**config.mk**
```make
export PLATFORM = sky130hd
export DESIGN_NAME = vga_sync_gen
export DESIGN_NICKNAME = d
export VERILOG_FILES = /design/src/rtl/vga_timing_pkg.sv /design/src/rtl/raster_counter.sv /design/src/rtl/vga_sync_gen.sv
export SDC_FILE = /design/constraint.sdc
export NUM_CORES = 1
export LEC_CHECK = 0
export BUFFER_PORTS_ARGS = -buffer_cell sky130_fd_sc_hd__clkbuf_2
export CAP_MARGIN = 20
export CELL_PAD_IN_SITES_DETAIL_PLACEMENT = 0
export CELL_PAD_IN_SITES_GLOBAL_PLACEMENT = 2
export CORE_MARGIN = 2
export CORE_UTILIZATION = 25
export DETAILED_ROUTE_END_ITERATION = 10
export PLACE_DENSITY_LB_ADDON = 0.1
export RECOVER_POWER = 100
export SYNTH_ARGS = -nofsm -noshare
export SYNTH_HDL_FRONTEND = slang
export SYNTH_SLANG_ARGS = --single-unit
```
**constraint.sdc**
```tcl
create_clock -name pclk -period 2.55 [get_ports pclk]
set_input_delay 0.1275 -clock pclk [delete_from_list [all_inputs] [get_ports pclk]]
set_output_delay 0.1275 -clock pclk [all_outputs]
set_load 0.05 [all_outputs]
```
**src/rtl/vga_timing_pkg.sv**
```systemverilog
// Default VGA raster timing (800x600 @ 60 Hz, 40 MHz pixel clock) and the
// coordinate type shared by the sync generator and the draw stages.
package vga_timing_pkg;

    localparam int H_ACTIVE = 800;
    localparam int H_FP     = 40;
    localparam int H_SYNC   = 128;
    localparam int H_BP     = 88;
    localparam int H_TOTAL  = H_ACTIVE + H_FP + H_SYNC + H_BP;

    localparam int V_ACTIVE = 600;
    localparam int V_FP     = 1;
    localparam int V_SYNC   = 4;
    localparam int V_BP     = 23;
    localparam int V_TOTAL  = V_ACTIVE + V_FP + V_SYNC + V_BP;

    localparam int COORD_W  = 11;
    localparam int COORD_MAX_TOTAL = 2048;

    typedef logic [COORD_W-1:0] coord_t;

endpackage

```
**src/rtl/raster_counter.sv**
```systemverilog
// Wrap counter 0..TOTAL-1 with terminal-count flag. Also exposes the value it
// would take on the next enabled edge so the parent can register decodes of
// that value alongside the count.
module raster_counter
    import vga_timing_pkg::*;
#(
    parameter int TOTAL = H_TOTAL
) (
    input  logic   pclk,
    input  logic   rst_n,
    input  logic   en,
    output coord_t count,
    output coord_t count_next,
    output logic   tc
);

    localparam coord_t LAST = coord_t'(TOTAL - 1);

    assign tc         = (count == LAST);
    assign count_next = tc ? '0 : count + coord_t'(1);

    // Advance one step per enabled edge, wrapping at TOTAL-1.
    always_ff @(posedge pclk or negedge rst_n) begin
        if (!rst_n) begin
            count <= '0;
        end else if (en) begin
            count <= count_next;
        end
    end

endmodule

```
**src/rtl/vga_sync_gen.sv**
```systemverilog
// VGA raster position and sync/blank generator; head of the video chain.
// hs/vs/hblnk/vblnk are decoded from the counters' next values and registered
// on the same edge as the counters, so every output describes the same pixel.
// Optional feature macro: VGA_FRAME_CNT_EN adds the frame_cnt output.
module vga_sync_gen
    import vga_timing_pkg::*;
#(
    parameter int   H_ACTIVE = vga_timing_pkg::H_ACTIVE,
    parameter int   H_FP     = vga_timing_pkg::H_FP,
    parameter int   H_SYNC   = vga_timing_pkg::H_SYNC,
    parameter int   H_BP     = vga_timing_pkg::H_BP,
    parameter int   V_ACTIVE = vga_timing_pkg::V_ACTIVE,
    parameter int   V_FP     = vga_timing_pkg::V_FP,
    parameter int   V_SYNC   = vga_timing_pkg::V_SYNC,
    parameter int   V_BP     = vga_timing_pkg::V_BP,
    parameter logic HS_POL   = 1'b1,
    parameter logic VS_POL   = 1'b1
) (
    input  logic        pclk,
    input  logic        rst_n,
    input  logic        en,
    output coord_t      hcount,
    output coord_t      vcount,
    output logic        hblnk,
    output logic        vblnk,
    output logic        hs,
`ifdef VGA_FRAME_CNT_EN
    output logic        vs,
    output logic [15:0] frame_cnt
`else
    output logic        vs
`endif
);

    localparam int HT = H_ACTIVE + H_FP + H_SYNC + H_BP;
    localparam int VT = V_ACTIVE + V_FP + V_SYNC + V_BP;

    if (HT > COORD_MAX_TOTAL) begin : g_h_total_too_big
        $error("vga_sync_gen: horizontal total exceeds 11-bit counter range");
    end
    if (VT > COORD_MAX_TOTAL) begin : g_v_total_too_big
        $error("vga_sync_gen: vertical total exceeds 11-bit counter range");
    end

    localparam coord_t H_BLNK_START = coord_t'(H_ACTIVE);
    localparam coord_t H_SYNC_START = coord_t'(H_ACTIVE + H_FP);
    localparam coord_t H_SYNC_END   = coord_t'(H_ACTIVE + H_FP + H_SYNC);
    localparam coord_t V_BLNK_START = coord_t'(V_ACTIVE);
    localparam coord_t V_SYNC_START = coord_t'(V_ACTIVE + V_FP);
    localparam coord_t V_SYNC_END   = coord_t'(V_ACTIVE + V_FP + V_SYNC);

    coord_t h_next;
    coord_t v_step;
    coord_t v_next;
    logic   h_tc;
    logic   v_tc;
    logic   v_en;

    assign v_en = en & h_tc;

    raster_counter #(.TOTAL(HT)) u_h_cnt (
        .pclk       (pclk),
        .rst_n      (rst_n),
        .en         (en),
        .count      (hcount),
        .count_next (h_next),
        .tc         (h_tc)
    );

    raster_counter #(.TOTAL(VT)) u_v_cnt (
        .pclk       (pclk),
        .rst_n      (rst_n),
        .en         (v_en),
        .count      (vcount),
        .count_next (v_step),
        .tc         (v_tc)
    );

    // Line only changes on the horizontal wrap edge.
    assign v_next = h_tc ? v_step : vcount;

    // Register sync and blank decodes of the position being entered.
    always_ff @(posedge pclk or negedge rst_n) begin
        if (!rst_n) begin
            hblnk <= 1'b0;
            vblnk <= 1'b0;
            hs    <= ~HS_POL;
            vs    <= ~VS_POL;
        end else if (en) begin
            hblnk <= (h_next >= H_BLNK_START);
            vblnk <= (v_next >= V_BLNK_START);
            hs    <= ((h_next >= H_SYNC_START) && (h_next < H_SYNC_END)) ? HS_POL : ~HS_POL;
            vs    <= ((v_next >= V_SYNC_START) && (v_next < V_SYNC_END)) ? VS_POL : ~VS_POL;
        end
    end

`ifdef VGA_FRAME_CNT_EN
    // Count completed frames; wraps naturally at 16 bits.
    always_ff @(posedge pclk or negedge rst_n) begin
        if (!rst_n) begin
            frame_cnt <= '0;
        end else if (v_en && v_tc) begin
            frame_cnt <= frame_cnt + 16'd1;
        end
    end
`endif

endmodule

```
==> flow_summary.toml, run 1 <==
[timing]
fin_worst_skew_ps = 3.10
hold_viol = 0
setup_tns_ps = 0
min_period_ps = 2340
max_freq_mhz = 428
min_period_over_period = 0.917
setup_viol = 0
tightest_slew_ps = 1520
maxSlewHeadroom = -0.0121
rsz0062_at_grt = "no"
fin_ws_ps = 212
holdWs_ps = 365
timing.final.max_slew_violations = 27

[floorplanning]
num_rows = 31
die_h_um = 89.4
start_util = 0.255
ios = 29
core-area_mm2 = 0.00714
dieArea_mm2 = 0.00799
die-width_um = 89.4

[clock_tree]
clock-sinks = 26
cts_made_buffers = 3
cts_tree = "yes"
cts_root_buffer = "clkbuf_8"
clkTransAtPathRegs_ps = 100
clkLatencyLatePin_ps = 270
clk_path_buf_depth = 2
htree_num_levels = 1

[critical_path]
endpoint_kind = "flip-flop"
slowest_stage = "or4_1"
cp_max_fo = 8
cp.arrival_ps = 2530
path_cells = "ha_1, and3_2, nand3_4, or4_1, a22oi_2, nand2_1, o32ai_2"
critPathTopFamily = "simple AND/OR/NAND/NOR gates"
timing_worst_setup_path_type = "reg -> reg"
critPathLaunchType = "flip-flop"
max_stage_delay_ps = 560
crit_buf_inv = 0
required_ps = 2740

[synthesis]
ys_top_cells_by_area = "dfrtp_1, xnor2_1, nand2_1, nand3_1, o21ai_0"
ys.flop_type = "dfrtp_1"
syn_area_mm2 = 0.00182
yosys.area.top_type = "dfrtp_1"
syn-num-nets = 211
synth_edf_count = 0
synthArstFlopShare = 1.00
synth_top_cell_area_share = 0.357
synth_cell_type_count = 59
synth.ff_latch_count = 26
syn_avg_cell_area_um2 = 8.84
yosys_warnings = 0
synthCells = 206
ys_seq_area_frac = 0.357

[placed_design]
dp_hpwl_mm = 3.82
gp_congestion = 0.860
pre_cts_slack_ps = 148
dp.cells = 331
portBuffers = 28
dpl_cell_area_mm2 = 0.00208

[final_layout]
diodes = 0
final_cell_mix = "clkbuf_1, dfrtp_1, nand2_1"
drive_gt1_frac = 0.118
fin_area_mm2 = 0.00210
final_cells = 336
nNetsFinal = 243
layout_commonest_cell = "clkbuf_1"
area_growth_pct = 15.5

[min_path]
hold_path_class = "in -> reg"

[power_and_ir_drop]
clkPwrFrac = 0.165
p_seq_frac = 0.357
internal_power_uw = 870
cellPowerDensity_mw_per_mm2 = 811
ir_drop_v = 0.000252
swShare = 0.490
netSwitchingPower_uw = 836
p_leak_uw = 0.000772
combPwrFrac = 0.478

[global_routing]
track_usage = 0.135
antenna_found_initial = 0
gr-total-overflow = 0
grt_pass1_wl_mm = 8.27
grt_max_degree = 27
grt_pass1_vias = 1637

[outcome]
violations = "capacitance limit, slew limit"
outcome = "finished, violations left"

[drt]
wire_per_inst_um = 15.3
drt-initial-drc-count = 67
drc = 0
drtAntennaViolNets = 0
first_pass_iters = 4
via_per_inst = 4.98
vias = 1673
wl_mm = 5.13

[job]
maxCapViolCount = 1
## power by group through the flow
| stage | combinational (uW) | sequential, uW | clock, uW |
|---|---|---|---|
| 6_report | 816 | 608 | 282 |
| 5_1_grt | 888 | 622 | 321 |
| 4_1_cts | 846 | 609 | 299 |
| 3_5_place_dp | 842 | 617 | 0 |
| 3_3_place_gp | 851 | 612 | 0 |
| 2_1_floorplan | 376 | 864 | 0 |
## through the flow
step	power [uW]	util
after global routing	1830	0.295
final	1710	0.295
after global placement	1460	0.292
after detailed placement	1460	0.292
after CTS	1750	0.301
after floorplan	1240	-
## path summary, 6_finish.rpt
kind / cells past startpoint / slack (ps) / to / startpoint
max in group asynchronous: 2 / 820 / u_v_cnt.count[0] / rst_n
worst max-delay path: 7 / 210 / vs / u_h_cnt.count[1]
worst min-delay path: 2 / 360 / vs / en
worst min register to register: 2 / 540 / hs / hs
worst max register to register: 7 / 210 / vs / u_h_cnt.count[1]
min in group asynchronous: 2 / 750 / u_h_cnt.count[0] / rst_n
## routing by layer
layer | share of wire | wire length, um | GRT usage
met1 | 0.46 | 2360 | 0.172
met2 | 0.50 | 2550 | 0.238
met3 | 0.030 | 154 | 0.0194
met4 | 0.013 | 68 | 0.0366
met5 | 0 | 0 | 0
## final cells by class
| class | count | area (um^2) |
|---|---|---|
| multi-input combinational | 163 | 1060 |
| sequential | 26 | 652 |
| timing repair buffer | 40 | 195 |
| clock buffer | 4 | 55.1 |
| fill | 796 | 5030 |
| tap | 99 | 124 |
| inverter | 4 | 15.0 |
## logic make-up after synthesis
| kind of cell | Yosys count | share of synthesized area |
|---|---|---|
| muxes | 4 | 0.0227 |
| and+or+nand+nor | 94 | 0.299 |
| buffers and inverters | 17 | 0.0570 |
| adders and majority gates | 2 | 0.0137 |
| xor gates and xnor gates | 13 | 0.0625 |
| DFF | 26 | 0.357 |
| AOI/OAI and AO/OA | 50 | 0.188 |
## synth_stat cells (2+ instances only)
master	number
a21o_1	2
a21oi_1	8
a31oi_1	4
a32oi_1	2
and2_1	4
and3_1	2
and4_1	3
and4_2	2
buf_2	5
buf_4	5
buf_6	2
dfrtp_1	26
ha_1	2
inv_1	4
mux2i_1	3
nand2_1	23
nand2b_1	2
nand3_1	14
nand4_1	3
nor2_1	13
nor2b_1	3
nor3_1	5
nor3b_1	2
o21ai_0	13
o22ai_1	4
o31ai_1	4
or3_1	3
xnor2_1	10
xor2_1	3
## flip-flops by register name (all words and copies together) (netlist names)
register       count
vs                 1
vblnk              1
u_v_cnt.count     11
hs                 1
u_h_cnt.count     11
hblnk              1
## timing repair
item                       in CTS  in global routing
setup endpoints to repair       0                  2
hold buffers                    1                  0
gates resized for setup         0                  1
setup buffers                   0                  0
hold endpoints to repair       26                  0
(Power assumes the default switching activity.)
==> run 2: changes to the inputs <==
- PLACE_DENSITY: default -> 0.65
- PLACE_DENSITY_LB_ADDON: 0.1 -> default
- clock period: 2.55 -> 2.4 ns (I/O delays scaled with it)
==> run 2 against run 1 <==
The run still ends with capacitance limit, slew limit left. Final area increased by 3.1%. Clock power decreased by 7.4%. Via count decreased by 1.4%. Sequential share of layout area decreased by 0.76 points. Global-route usage decreased by 0.79 points. Sequential power about the same. Setup slack got worse by 37 ps. Power increased by 5.7%. Flip-flop and latch count unchanged. Critical path type unchanged. Critical endpoint unchanged. Highest routed layer unchanged.
==> flow_summary.toml, run 2 (synthesis gave the netlist of run 1 again) <==
[outcome]
outcome = "finished, violations left"
violations = "capacitance limit, slew limit"

[final_layout]
diodes = 0
nNetsFinal = 252
layout_commonest_cell = "clkbuf_1"
final_cell_mix = "clkbuf_1, nand2_1, dfrtp_1"
drive_gt1_frac = 0.163
largestRegisters = "u_h_cnt.count x11, u_v_cnt.count x11"
area_growth_pct = 19.0

[timing]
fin_worst_skew_ps = 14.0
hold_viol = 0
timing.final.max_slew_violations = 27
tightest_slew_ps = 1510
setup_tns_ps = 0
holdWs_ps = 376
setup_viol = 0
max_freq_mhz = 449
rsz0062_at_grt = "no"
min_period_over_period = 0.927
min_period_ps = 2230
maxSlewHeadroom = -0.00593

[critical_path]
endpoint_kind = "flip-flop"
cp_max_fo = 7
slowest_stage = "or4_4"
path_cells = "ha_1, and3_2, nand3_4, or4_4, a22oi_2, nand2_1, o32ai_2"
cp.arrival_ps = 2400
critPathTopFamily = "simple AND/OR/NAND/NOR gates"
critPathLaunchType = "flip-flop"
crit_buf_inv = 0
rrSetupSlack_ps = 170
max_stage_delay_ps = 550
required_ps = 2570
timing_worst_setup_path_type = "reg -> reg"

[clock_tree]
htree_num_levels = 1
clkLatencyLatePin_ps = 270
cts_made_buffers = 3
post_cts_buffers = 0
clkTransAtPathRegs_ps = 100
cts_root_buffer = "clkbuf_8"
clock-sinks = 26
cts_tree = "yes"
clk_path_buf_depth = 2

[placed_design]
gp_congestion = 0.747
dp_hpwl_mm = 3.68
portBuffers = 28

[min_path]
hold_path_class = "in -> reg"

[floorplanning]
ios = 29
dieArea_mm2 = 0.00799
num_rows = 31
die_h_um = 89.4
core-area_mm2 = 0.00714
start_util = 0.255
die-width_um = 89.4

[drt]
vias = 1650
wire_per_inst_um = 14.1
drc = 0
via_per_inst = 4.78
wl_mm = 4.88
drtAntennaViolNets = 0
drt-initial-drc-count = 49
first_pass_iters = 4

[global_routing]
gr-total-overflow = 0
grt_max_degree = 27
grt_pass1_vias = 1554
grt_pass1_wl_mm = 7.89
track_usage = 0.127
antenna_found_initial = 0

[power_and_ir_drop]
cellPowerDensity_mw_per_mm2 = 832
p_leak_uw = 0.000811
ir_drop_v = 0.000314
power_uw = 1800

[job]
maxCapViolCount = 1
## run 2: changes by cell type in the layout (fill, tap and decap cells not counted)
cell      delta
clkbuf_1     +1
dfrtp_1      -3
or4_4        +1
dfrtp_2      +3
buf_4        +9
clkbuf_8     -1
or4_1        -1
## run 2: worst register-to-register path, stage by stage, from the launching register on
cell,delay [ps]
dfrtp_2,420
ha_1,240
and3_2,240
nand3_4,100
or4_4,550
a22oi_2,220
nand2_1,90
o32ai_2,260
## run 2: cell type report
cell class                      count  area [um^2]
Inverter                            4         15.0
Timing Repair Buffer               49          263
Tap cell                           99          124
Clock buffer                        4         45.0
Multi-Input combinational cell    163         1070
Sequential cell                    26          656
Fill cell                         797         4970
## run 2: worst paths after layout
path | startpoint | endpoint | cells past startpoint
min in group asynchronous | rst_n | u_h_cnt.count[4] | 2
worst min-delay path | en | vs | 2
worst max-delay path | u_h_cnt.count[0] | vs | 7
max in group asynchronous | rst_n | u_v_cnt.count[0] | 2
worst min register to register | hs | hs | 2
worst max register to register | u_h_cnt.count[0] | vs | 7
## run 2: per-layer routing
layer | vias to the layer above | track usage | routed length (um)
li1 | 846 | - | -
met1 | 775 | 0.181 | 2450
met2 | 25 | 0.201 | 2220
met3 | 4 | 0.0175 | 148
met4 | 0 | 0.0353 | 57
met5 | - | 0 | 0
## run 2: through the flow
step	utilization	instance area, um^2	instances	setup slack [ps]
6_report	0.304	2170	345	175
5_1_grt	0.304	2170	345	27.4
4_1_cts	0.309	2210	345	131
3_5_place_dp	0.302	2150	340	182
3_3_place_gp	0.302	2150	340	232
2_1_floorplan	-	1830	206	32.0
## run 2: what timing repair did
item                                    in CTS  in global routing
endpoints found under the hold margin       26                  0
gates resized for setup                      0                  1
endpoints found under the setup margin       0                  1
hold buffers                                 1                  0
## run 2: report_power, final
group / internal (uW) / switching (uW) / total [uW]
clock network: 119 / 142 / 261
logic: 290 / 647 / 938
registers: 523 / 82.0 / 605
total: 932 / 871 / 1800
